**config.mk**
```make
export PLATFORM = sky130hd
export DESIGN_NAME = sprite_motion_host
export DESIGN_NICKNAME = d
export VERILOG_FILES = /design/src/rtl/sprite_motion_host.sv
export SDC_FILE = /design/constraint.sdc
export NUM_CORES = 1
export LEC_CHECK = 0
export CORE_ASPECT_RATIO = 1.25
export CORE_MARGIN = 8
export CORE_UTILIZATION = 40
export DETAILED_ROUTE_END_ITERATION = 7
export GPL_TIMING_DRIVEN = 0
export PLACE_DENSITY = 0.61
export SLEW_MARGIN = 20
export SYNTH_ARGS = -nofsm -noshare
export SYNTH_HDL_FRONTEND = slang
export SYNTH_SLANG_ARGS = --single-unit
```
**constraint.sdc**
```tcl
create_clock -name clk -period 15.4 [get_ports clk]
set_input_delay 1.54 -clock clk [delete_from_list [all_inputs] [get_ports clk]]
set_output_delay 1.54 -clock clk [all_outputs]
set_load 0.01 [all_outputs]
```
**src/rtl/sprite_motion_host.sv**
```systemverilog
// Host-side initiator for the sprite unit's host RAM port.
// Advances a shadow motion table and commits it to staging on request.
module sprite_motion_host #(
  parameter int MAX_SPRITES = 8,
  parameter int LOGIC_W     = 256,
  parameter int LOGIC_H     = 192
) (
  input  logic        clk,
  input  logic        rst,
  input  logic        enable,
  input  logic        bitmap_wen,
  input  logic        user_interrupt,
  input  logic        cfg_we,
  input  logic        cfg_sel,
  input  logic [2:0]  cfg_idx,
  input  logic [31:0] cfg_data,
  output logic [5:0]  address,
  output logic [31:0] data_out,
  output logic [1:0]  data_write_n,
  output logic [1:0]  data_read_n,
  output logic        busy,
  output logic        done,
  output logic [7:0]  overrun_cnt
);

  localparam int IW = (MAX_SPRITES > 1) ? $clog2(MAX_SPRITES) : 1;

  typedef enum logic [1:0] {
    IDLE,
    WRITE,
    COMMIT
  } state_t;

  state_t state, state_d;

  logic [IW-1:0] idx_q;
  logic [7:0]    pos_x    [MAX_SPRITES];
  logic [7:0]    pos_y    [MAX_SPRITES];
  logic [7:0]    bm_off   [MAX_SPRITES];
  logic [7:0]    spr_size [MAX_SPRITES];
  logic [7:0]    vel_x    [MAX_SPRITES];
  logic [7:0]    vel_y    [MAX_SPRITES];

  logic        req;
  logic        cfg_ok;
  logic        last;
  logic [4:0]  w_x, w_y;
  logic [9:0]  lim_x, lim_y;
  logic [15:0] mv_x, mv_y;

  assign req    = user_interrupt && enable;
  assign cfg_ok = cfg_we && (state == IDLE) && !busy && !req &&
                  ({29'd0, cfg_idx} < 32'(MAX_SPRITES));
  assign last   = (idx_q == IW'(MAX_SPRITES - 1));

  assign data_read_n = 2'b11;

  // Returns {new_pos, new_vel}; -128 reflects to +127.
  function automatic logic [15:0] step(
    input logic [7:0] p,
    input logic [7:0] v,
    input logic [9:0] lim
  );
    logic signed [9:0] n;
    logic [7:0]        nv;
    logic [15:0]       r;
    n  = $signed({2'b00, p}) + $signed({{2{v[7]}}, v});
    nv = (v == 8'h80) ? 8'h7f : (~v + 8'd1);
    if (v == 8'h00)
      r = {p, v};
    else if (n < 0)
      r = {8'h00, nv};
    else if (n > $signed(lim))
      r = {lim[7:0], nv};
    else
      r = {n[7:0], v};
    return r;
  endfunction

  always_comb begin
    w_x   = {1'b0, spr_size[idx_q][7:4]} + 5'd1;
    w_y   = {1'b0, spr_size[idx_q][3:0]} + 5'd1;
    lim_x = 10'(LOGIC_W) - {5'd0, w_x};
    lim_y = 10'(LOGIC_H) - {5'd0, w_y};
    mv_x  = step(pos_x[idx_q], vel_x[idx_q], lim_x);
    mv_y  = step(pos_y[idx_q], vel_y[idx_q], lim_y);
  end

  always_ff @(posedge clk or posedge rst) begin
    if (rst)
      state <= IDLE;
    else
      state <= state_d;
  end

  // IDLE with busy still set is the finishing cycle after COMMIT.
  always_comb begin
    state_d = state;
    unique case (state)
      IDLE:    if (req && !busy) state_d = WRITE;
      WRITE:   if (last) state_d = COMMIT;
      COMMIT:  state_d = IDLE;
      default: state_d = IDLE;
    endcase
  end

  always_ff @(posedge clk or posedge rst) begin
    if (rst) begin
      address      <= 6'd0;
      data_out     <= 32'd0;
      data_write_n <= 2'b11;
      busy         <= 1'b0;
      done         <= 1'b0;
      overrun_cnt  <= 8'd0;
      idx_q        <= '0;
    end else begin
      done <= 1'b0;
      if (req && busy && (overrun_cnt != 8'hff))
        overrun_cnt <= overrun_cnt + 8'd1;
      unique case (state)
        IDLE: begin
          data_write_n <= 2'b11;
          if (busy) begin
            busy <= 1'b0;
            done <= 1'b1;
          end else if (req) begin
            busy  <= 1'b1;
            idx_q <= '0;
          end
        end
        WRITE: begin
          address      <= 6'({idx_q, 2'b00});
          data_out     <= {spr_size[idx_q], bm_off[idx_q],
                           mv_y[15:8], mv_x[15:8]};
          data_write_n <= 2'b10;
          idx_q        <= idx_q + 1'b1;
        end
        COMMIT: begin
          address      <= 6'd63;
          data_out     <= {30'd0, 1'b1, bitmap_wen};
          data_write_n <= 2'b00;
        end
        default: data_write_n <= 2'b11;
      endcase
    end
  end

  always_ff @(posedge clk or posedge rst) begin
    if (rst) begin
      for (int k = 0; k < MAX_SPRITES; k++) begin
        pos_x[k]    <= 8'd0;
        pos_y[k]    <= 8'd0;
        bm_off[k]   <= 8'd0;
        spr_size[k] <= 8'd0;
        vel_x[k]    <= 8'd0;
        vel_y[k]    <= 8'd0;
      end
    end else if (state == WRITE) begin
      pos_x[idx_q] <= mv_x[15:8];
      vel_x[idx_q] <= mv_x[7:0];
      pos_y[idx_q] <= mv_y[15:8];
      vel_y[idx_q] <= mv_y[7:0];
    end else if (cfg_ok) begin
      if (!cfg_sel) begin
        spr_size[cfg_idx] <= cfg_data[31:24];
        bm_off[cfg_idx]   <= cfg_data[23:16];
        pos_y[cfg_idx]    <= cfg_data[15:8];
        pos_x[cfg_idx]    <= cfg_data[7:0];
      end else begin
        vel_y[cfg_idx] <= cfg_data[15:8];
        vel_x[cfg_idx] <= cfg_data[7:0];
      end
    end
  end

endmodule

```
==> results.json, run 1 <==
{
  "initial_utilization_pct": 40.3,
  "maxSlewHeadroom_pct": 16.8,
  "final_max_slew_viol_count": 0,
  "post_cts_resized": 0,
  "synth_cell_types": 80,
  "syn2layout_area_growth_pct": 15.5,
  "drc": 0,
  "synth_area_leaders": "dfrtp_1 (49%), a22oi_1 (8.6%), mux2_2 (7.8%)",
  "grt_max_degree": 108,
  "postRouteAntennaNets": 0,
  "io_buffers": 75,
  "wl_um": 88300,
  "antenna_found_initial": 2,
  "rows": 96,
  "fin_util_pct": 46.6,
  "skew_ns": 0.0241,
  "num_io_pins": 94,
  "dieArea_mm2": 0.0631,
  "min_from": "bm_off[30]",
  "clock-sinks": 437,
  "yosysWarnings": 0,
  "end_kind": "flop",
  "rr_endpoint": "pos_x[17]",
  "synth_flop_cell": "dfrtp_1",
  "rr_worst_depth": 21,
  "finalNonFillerCells": 2948,
  "holdPathEnd": "bm_off[30]",
  "die_y_um": 279,
  "slowest_stage": "o21ai_0",
  "ff_latch_area_mm2": 0.0109,
  "worstSetupPathType": "reg2reg",
  "worstMarginPinSlew_ns": 1.21,
  "critPathTopFamily": "buffers and inverters",
  "path_cells": "buf_2, buf_2, buf_2, buf_2, buf_1, clkbuf_1, buf_1, a221oi_1, o21ai_0, ha_1, a211oi_1, nor2_1, xor2_1, ha_1, nand2_1, o21ai_0, o2111ai_1, o21ai_0, mux2_2, a22oi_1, o21ai_0",
  "worst-path-buf-inv": 7,
  "cts_buffers": 45,
  "hp-class": "reg2reg",
  "core_area_mm2": 0.0548,
  "wire_per_inst_um": 30.0,
  "n_fill_cell": 5167,
  "synth_seq_area_share_pct": 49.5,
  "clkLatencyLatePin_ns": 0.60,
  "cp.arrival_ns": 9.54,
  "cts-root-buf": "clkbuf_16",
  "vias": 19465,
  "cts_setup_buffers": 0,
  "synth_cells": 2048,
  "gp_congestion": 0.979,
  "drt_iter0_drc": 2487,
  "synth_seq_cells": 437,
  "critPathRequiredTime_ns": 15.81,
  "period_share_pct": 59.3,
  "min_path_cells": 2,
  "drive_gt1_share_pct": 14.0,
  "place_inst": 2866,
  "first_pass_iters": 8,
  "async_flop_share_pct": 100,
  "synth_edf_count": 0,
  "hold_buffers": 0,
  "r2r-start": "idx_q[2]",
  "clk_path_buf_depth": 3,
  "hpwl_um": 61300,
  "vias_per_cell": 6.60,
  "rrSetupSlack_ns": 6.27,
  "setup_violations": 0,
  "path_depth": 21,
  "dp_slack_ns": 6.72,
  "final_nets": 2259,
  "multiInputGateArea_mm2": 0.0103,
  "max_freq_mhz": 110,
  "cp_max_fo": 10,
  "status": "completed",
  "clk_pin_slew_ns": 0.07,
  "gr-total-overflow": 0,
  "synth_area_per_cell_um2": 10.8,
  "period_minus_slack_ns": 9.13,
  "critPathLaunchType": "flop",
  "grt_pass1_vias": 19293,
  "slowest_delay_ns": 0.78,
  "max_cap_viol_count": 0,
  "yosys.area.top_type_share_pct": 49.3,
  "yosysTopAreaCell": "dfrtp_1",
  "rsz0062_at_grt": "no",
  "track_usage_pct": 27.3,
  "die_w_um": 226,
  "syn_area_mm2": 0.0221,
  "hold_violations": 0,
  "setup_ws_ns": 6.27,
  "grt_pass1_wl_um": 129000,
  "tritoncts": "done",
  "htreeDepth": 2
}
worst max-delay path by stage:
stage                     endpoint  startpoint  slack, ns
floorplan               address[1]         rst       1.69
global placement    overrun_cnt[6]         rst      -3.36
detailed placement       pos_x[25]    idx_q[2]       6.72
CTS                      pos_x[17]    idx_q[2]       6.55
global route             pos_x[25]    idx_q[2]       6.13
finish                   pos_x[17]    idx_q[2]       6.27
logic make-up (layout without fill, tap and decap cells):
group	count (synthesis)	in the layout	synth area share [%]
AO/OA/AOI/OAI	815	815	24.8
flip-flops	437	437	49.5
AND/OR/NAND/NOR	294	294	6.34
multiplexers	228	228	12.3
buffers and inverters	212	373	3.88
adder cells (fa/ha/maj)	38	38	2.22
XOR/XNOR	23	23	0.912
other	1	5	0.0170
tightest hold or removal path: cells and delay by family, from the launching register on:
family | cells | cell delay, ns
AND/OR/NAND/NOR | 2 | 0.11
flip-flops | 1 | 0.34
per-stage QoR:
step / cell area [µm²] / hold slack (ns) / TNS (ns)
2_1_floorplan: 22100 / 0.440 / 0
5_1_grt: 25500 / 0.500 / 0
3_3_place_gp: 23800 / 0.459 / -1445.22
3_5_place_dp: 23900 / 0.458 / 0
6_report: 25500 / 0.477 / 0
4_1_cts: 25500 / 0.474 / 0
sequential cells by signal, summed over array words and instances, names as in the netlist:
signal	cells
bm_off	64
overrun_cnt	8
spr_size	64
pos_y	64
vel_y	64
busy	1
data_out	32
pos_x	64
state	2
data_write_n	2
done	1
idx_q	3
address	4
vel_x	64
layout make-up:
| type | instances | area share [%] |
|---|---|---|
| flip-flops and latches | 437 | 42.9 |
| inverters | 38 | 0.588 |
| well taps | 735 | 3.60 |
| clock buffers | 60 | 5.11 |
| repair buffers | 83 | 3.47 |
| diodes | 3 | 0.0294 |
| plain buffers | 174 | 2.81 |
| clock inverters | 18 | 1.09 |
| multi-input cells | 1400 | 40.4 |
Yosys cell counts (all sizes together), types with 12 or more instances:
library cell  instances
dfrtp               435
o21ai               259
a22oi               254
mux2                155
clkbuf              129
nand2               120
a21oi                77
nor2                 59
mux2i                53
a221oi               47
buf                  45
o22ai                37
ha                   36
inv                  36
a221o                26
o2bb2ai              22
mux4                 20
nand3                20
a31oi                18
nor3                 17
nor2b                14
and3                 13
xnor2                13
and2                 12
metal layers:
metal  vias up  global-route usage, %  wire length [µm]
met1      9832                   33.2             33100
met3       309                   6.78              8060
li1       8080                      -                 -
met5         -                      0                13
met2      1242                   43.2             41400
met4         2                   17.0              5790
layout by cell type, fill, tap and decap left out, types with 6 or more instances in the layout:
master and count:
and3_1 13, clkinv_2 7, o21ai_1 20, a21o_1 10, mux2i_1 53, nand2_1 119, o21ai_2 8, o22ai_1 37
buf_4 7, nand4_1 9, buf_1 19, o21a_1 6, o31ai_1 7, dfrtp_1 435, mux4_2 20, a31oi_1 18
clkbuf_8 8, a221oi_1 47, bufinv_16 7, a22oi_1 254, o2bb2ai_1 22, mux2_2 153, nor2_1 57, xnor2_1 13
clkbuf_1 134, clkbuf_16 47, xor2_1 10, inv_1 34, buf_2 20, and2_1 12, a221o_1 26, o21ai_0 231
clkdlybuf4s50_1 75, nor3_1 15, nand3_1 20, nor2b_1 14, a21oi_1 77, ha_1 36
Power of run 1 is not shown: default switching activity piles up to over one toggle a cycle in this logic, so the estimate is an artifact.
==> run 2, diff against run 1 <==
- clock period: 15.4 -> 8.4 ns (I/O delays scaled with it)
==> run 2 against run 1 <==
  * Sequential share of layout area decreased by 0.44 points
  * Clock-buffer cell count rose by 8
  * Register-to-register slack worse by 6.0 ns
  * Fmax increased by 12%
  * Cell count increased by 0.61%
==> results.json, run 2 (synthesis gave the netlist of run 1 again) <==
{
  "syn2layout_area_growth_pct": 16.7,
  "status": "completed",
  "skew_ns": 0.0265,
  "num_io_pins": 94,
  "multiInputGateArea_mm2": 0.0103,
  "critPathRequiredTime_ns": 8.83,
  "final_max_slew_viol_count": 0,
  "cts_buffers": 46,
  "period_minus_slack_ns": 8.15,
  "path_cells": "buf_2, buf_2, buf_2, buf_2, clkbuf_2, clkdlybuf4s15_1, a221oi_1, o21ai_1, ha_1, a211oi_1, nor2_1, xor2_1, ha_1, nand2_1, o21ai_0, o2111ai_1, o21ai_0, mux2_2, a22oi_1, o21ai_0",
  "die_w_um": 226,
  "finalNonFillerCells": 2966,
  "drc": 0,
  "hold_buffers": 0,
  "ff_latch_area_mm2": 0.0109,
  "n_fill_cell": 5112,
  "end_kind": "flop",
  "gr-total-overflow": 0,
  "rsz0062_at_grt": "no",
  "setup_violations": 0,
  "rows": 96,
  "tritoncts": "done",
  "critPathTopFamily": "compound AO/OA/AOI/OAI gates",
  "period_share_pct": 97.0,
  "core_area_mm2": 0.0548,
  "dieArea_mm2": 0.0631,
  "tns_ns": 0,
  "wl_um": 88800,
  "vias_per_cell": 6.62,
  "grt_max_degree": 37,
  "htreeDepth": 2,
  "cp_max_fo": 19,
  "setup_ws_ns": 0.251,
  "first_pass_iters": 8,
  "critPathLaunchType": "flop",
  "gp_congestion": 0.977,
  "max_cap_viol_count": 0,
  "hold_violations": 0,
  "maxSlewHeadroom_pct": 15.2,
  "worstMarginPinSlew_ns": 1.27,
  "drive_gt1_share_pct": 14.7,
  "track_usage_pct": 27.6,
  "cts-root-buf": "clkbuf_16",
  "clk_pin_slew_ns": 0.07,
  "slowest_delay_ns": 0.80,
  "worst-path-buf-inv": 6,
  "max_freq_mhz": 123,
  "fin_hold_ws_ns": 0.474,
  "worstSetupPathType": "reg2reg",
  "layout_common_cells": "dfrtp_1 (435), a22oi_1 (254), o21ai_0 (231)",
  "antenna_found_initial": 2,
  "die_y_um": 279,
  "cp.arrival_ns": 8.58,
  "grt_pass1_vias": 19380,
  "io_buffers": 75,
  "hpwl_um": 62700,
  "dp_slack_ns": -0.492,
  "worst_path_most_repeated_cell": "buf_2",
  "vias": 19628,
  "place_inst": 2880,
  "final_nets": 2272,
  "postRouteAntennaNets": 0,
  "clock-sinks": 437,
  "grt_pass1_wl_um": 130000,
  "hp-class": "reg2reg",
  "layout_commonest_cell": "dfrtp_1",
  "clk_path_buf_depth": 3,
  "wire_per_inst_um": 29.9,
  "initial_utilization_pct": 40.3,
  "slowest_stage": "a22oi_1",
  "clkLatencyLatePin_ns": 0.61,
  "drt_iter0_drc": 2529
}
run 2: worst reg2reg max path, cell delays in order, from the launching register on:
cell and delay, ns:
dfrtp_1 0.39, buf_2 0.25, buf_2 0.34, buf_2 0.39, buf_2 0.66, clkbuf_2 0.54, clkdlybuf4s15_1 0.78, a221oi_1 0.14
o21ai_1 0.53, ha_1 0.34, a211oi_1 0.47, nor2_1 0.13, xor2_1 0.19, ha_1 0.34, nand2_1 0.05, o21ai_0 0.32
o2111ai_1 0.27, o21ai_0 0.37, mux2_2 0.39, a22oi_1 0.81, o21ai_0 0.27
run 2: worst paths after layout:
check | from | end | slack, ns | depth (start not counted)
worst min-delay path | bm_off[25] | bm_off[25] | 0.47 | 2
min in group asynchronous | rst | pos_x[53] | 0.64 | 3
max in group asynchronous | rst | data_write_n[1] | 5.90 | 10
worst max register to register | idx_q[2] | pos_x[25] | 0.25 | 20
worst max-delay path | idx_q[2] | pos_x[25] | 0.25 | 20
worst min register to register | bm_off[25] | bm_off[25] | 0.47 | 2
run 2: final cells by class:
cell class | instances | area share, %
well taps | 735 | 3.57
clock buffers | 68 | 5.33
multi-input cells | 1400 | 40.0
diodes | 2 | 0.0194
flip-flops and latches | 437 | 42.4
plain buffers | 173 | 2.80
inverters | 38 | 0.568
repair buffers | 96 | 4.48
clock inverters | 17 | 0.781
run 2: per-stage QoR:
step	area (µm²)	utilization, %
after floorplan	22100	-
after global placement	23800	43.4
after detailed placement	24200	44.2
after CTS	25800	47.1
after global routing	25800	47.1
final	25800	47.1
run 2: repair_timing:
item                                    in CTS  in global routing
endpoints found under the setup margin      34                 30
buffers inserted                             0                  0
resized for setup                            2                  4
run 2: per-layer routing:
metal | global-route usage [%] | routed length (µm)
met1 | 34.2 | 33100
met2 | 43.7 | 41300
met3 | 6.34 | 8450
met4 | 16.5 | 6040
met5 | 0 | 13
Power of run 2 is left out for the same reason.
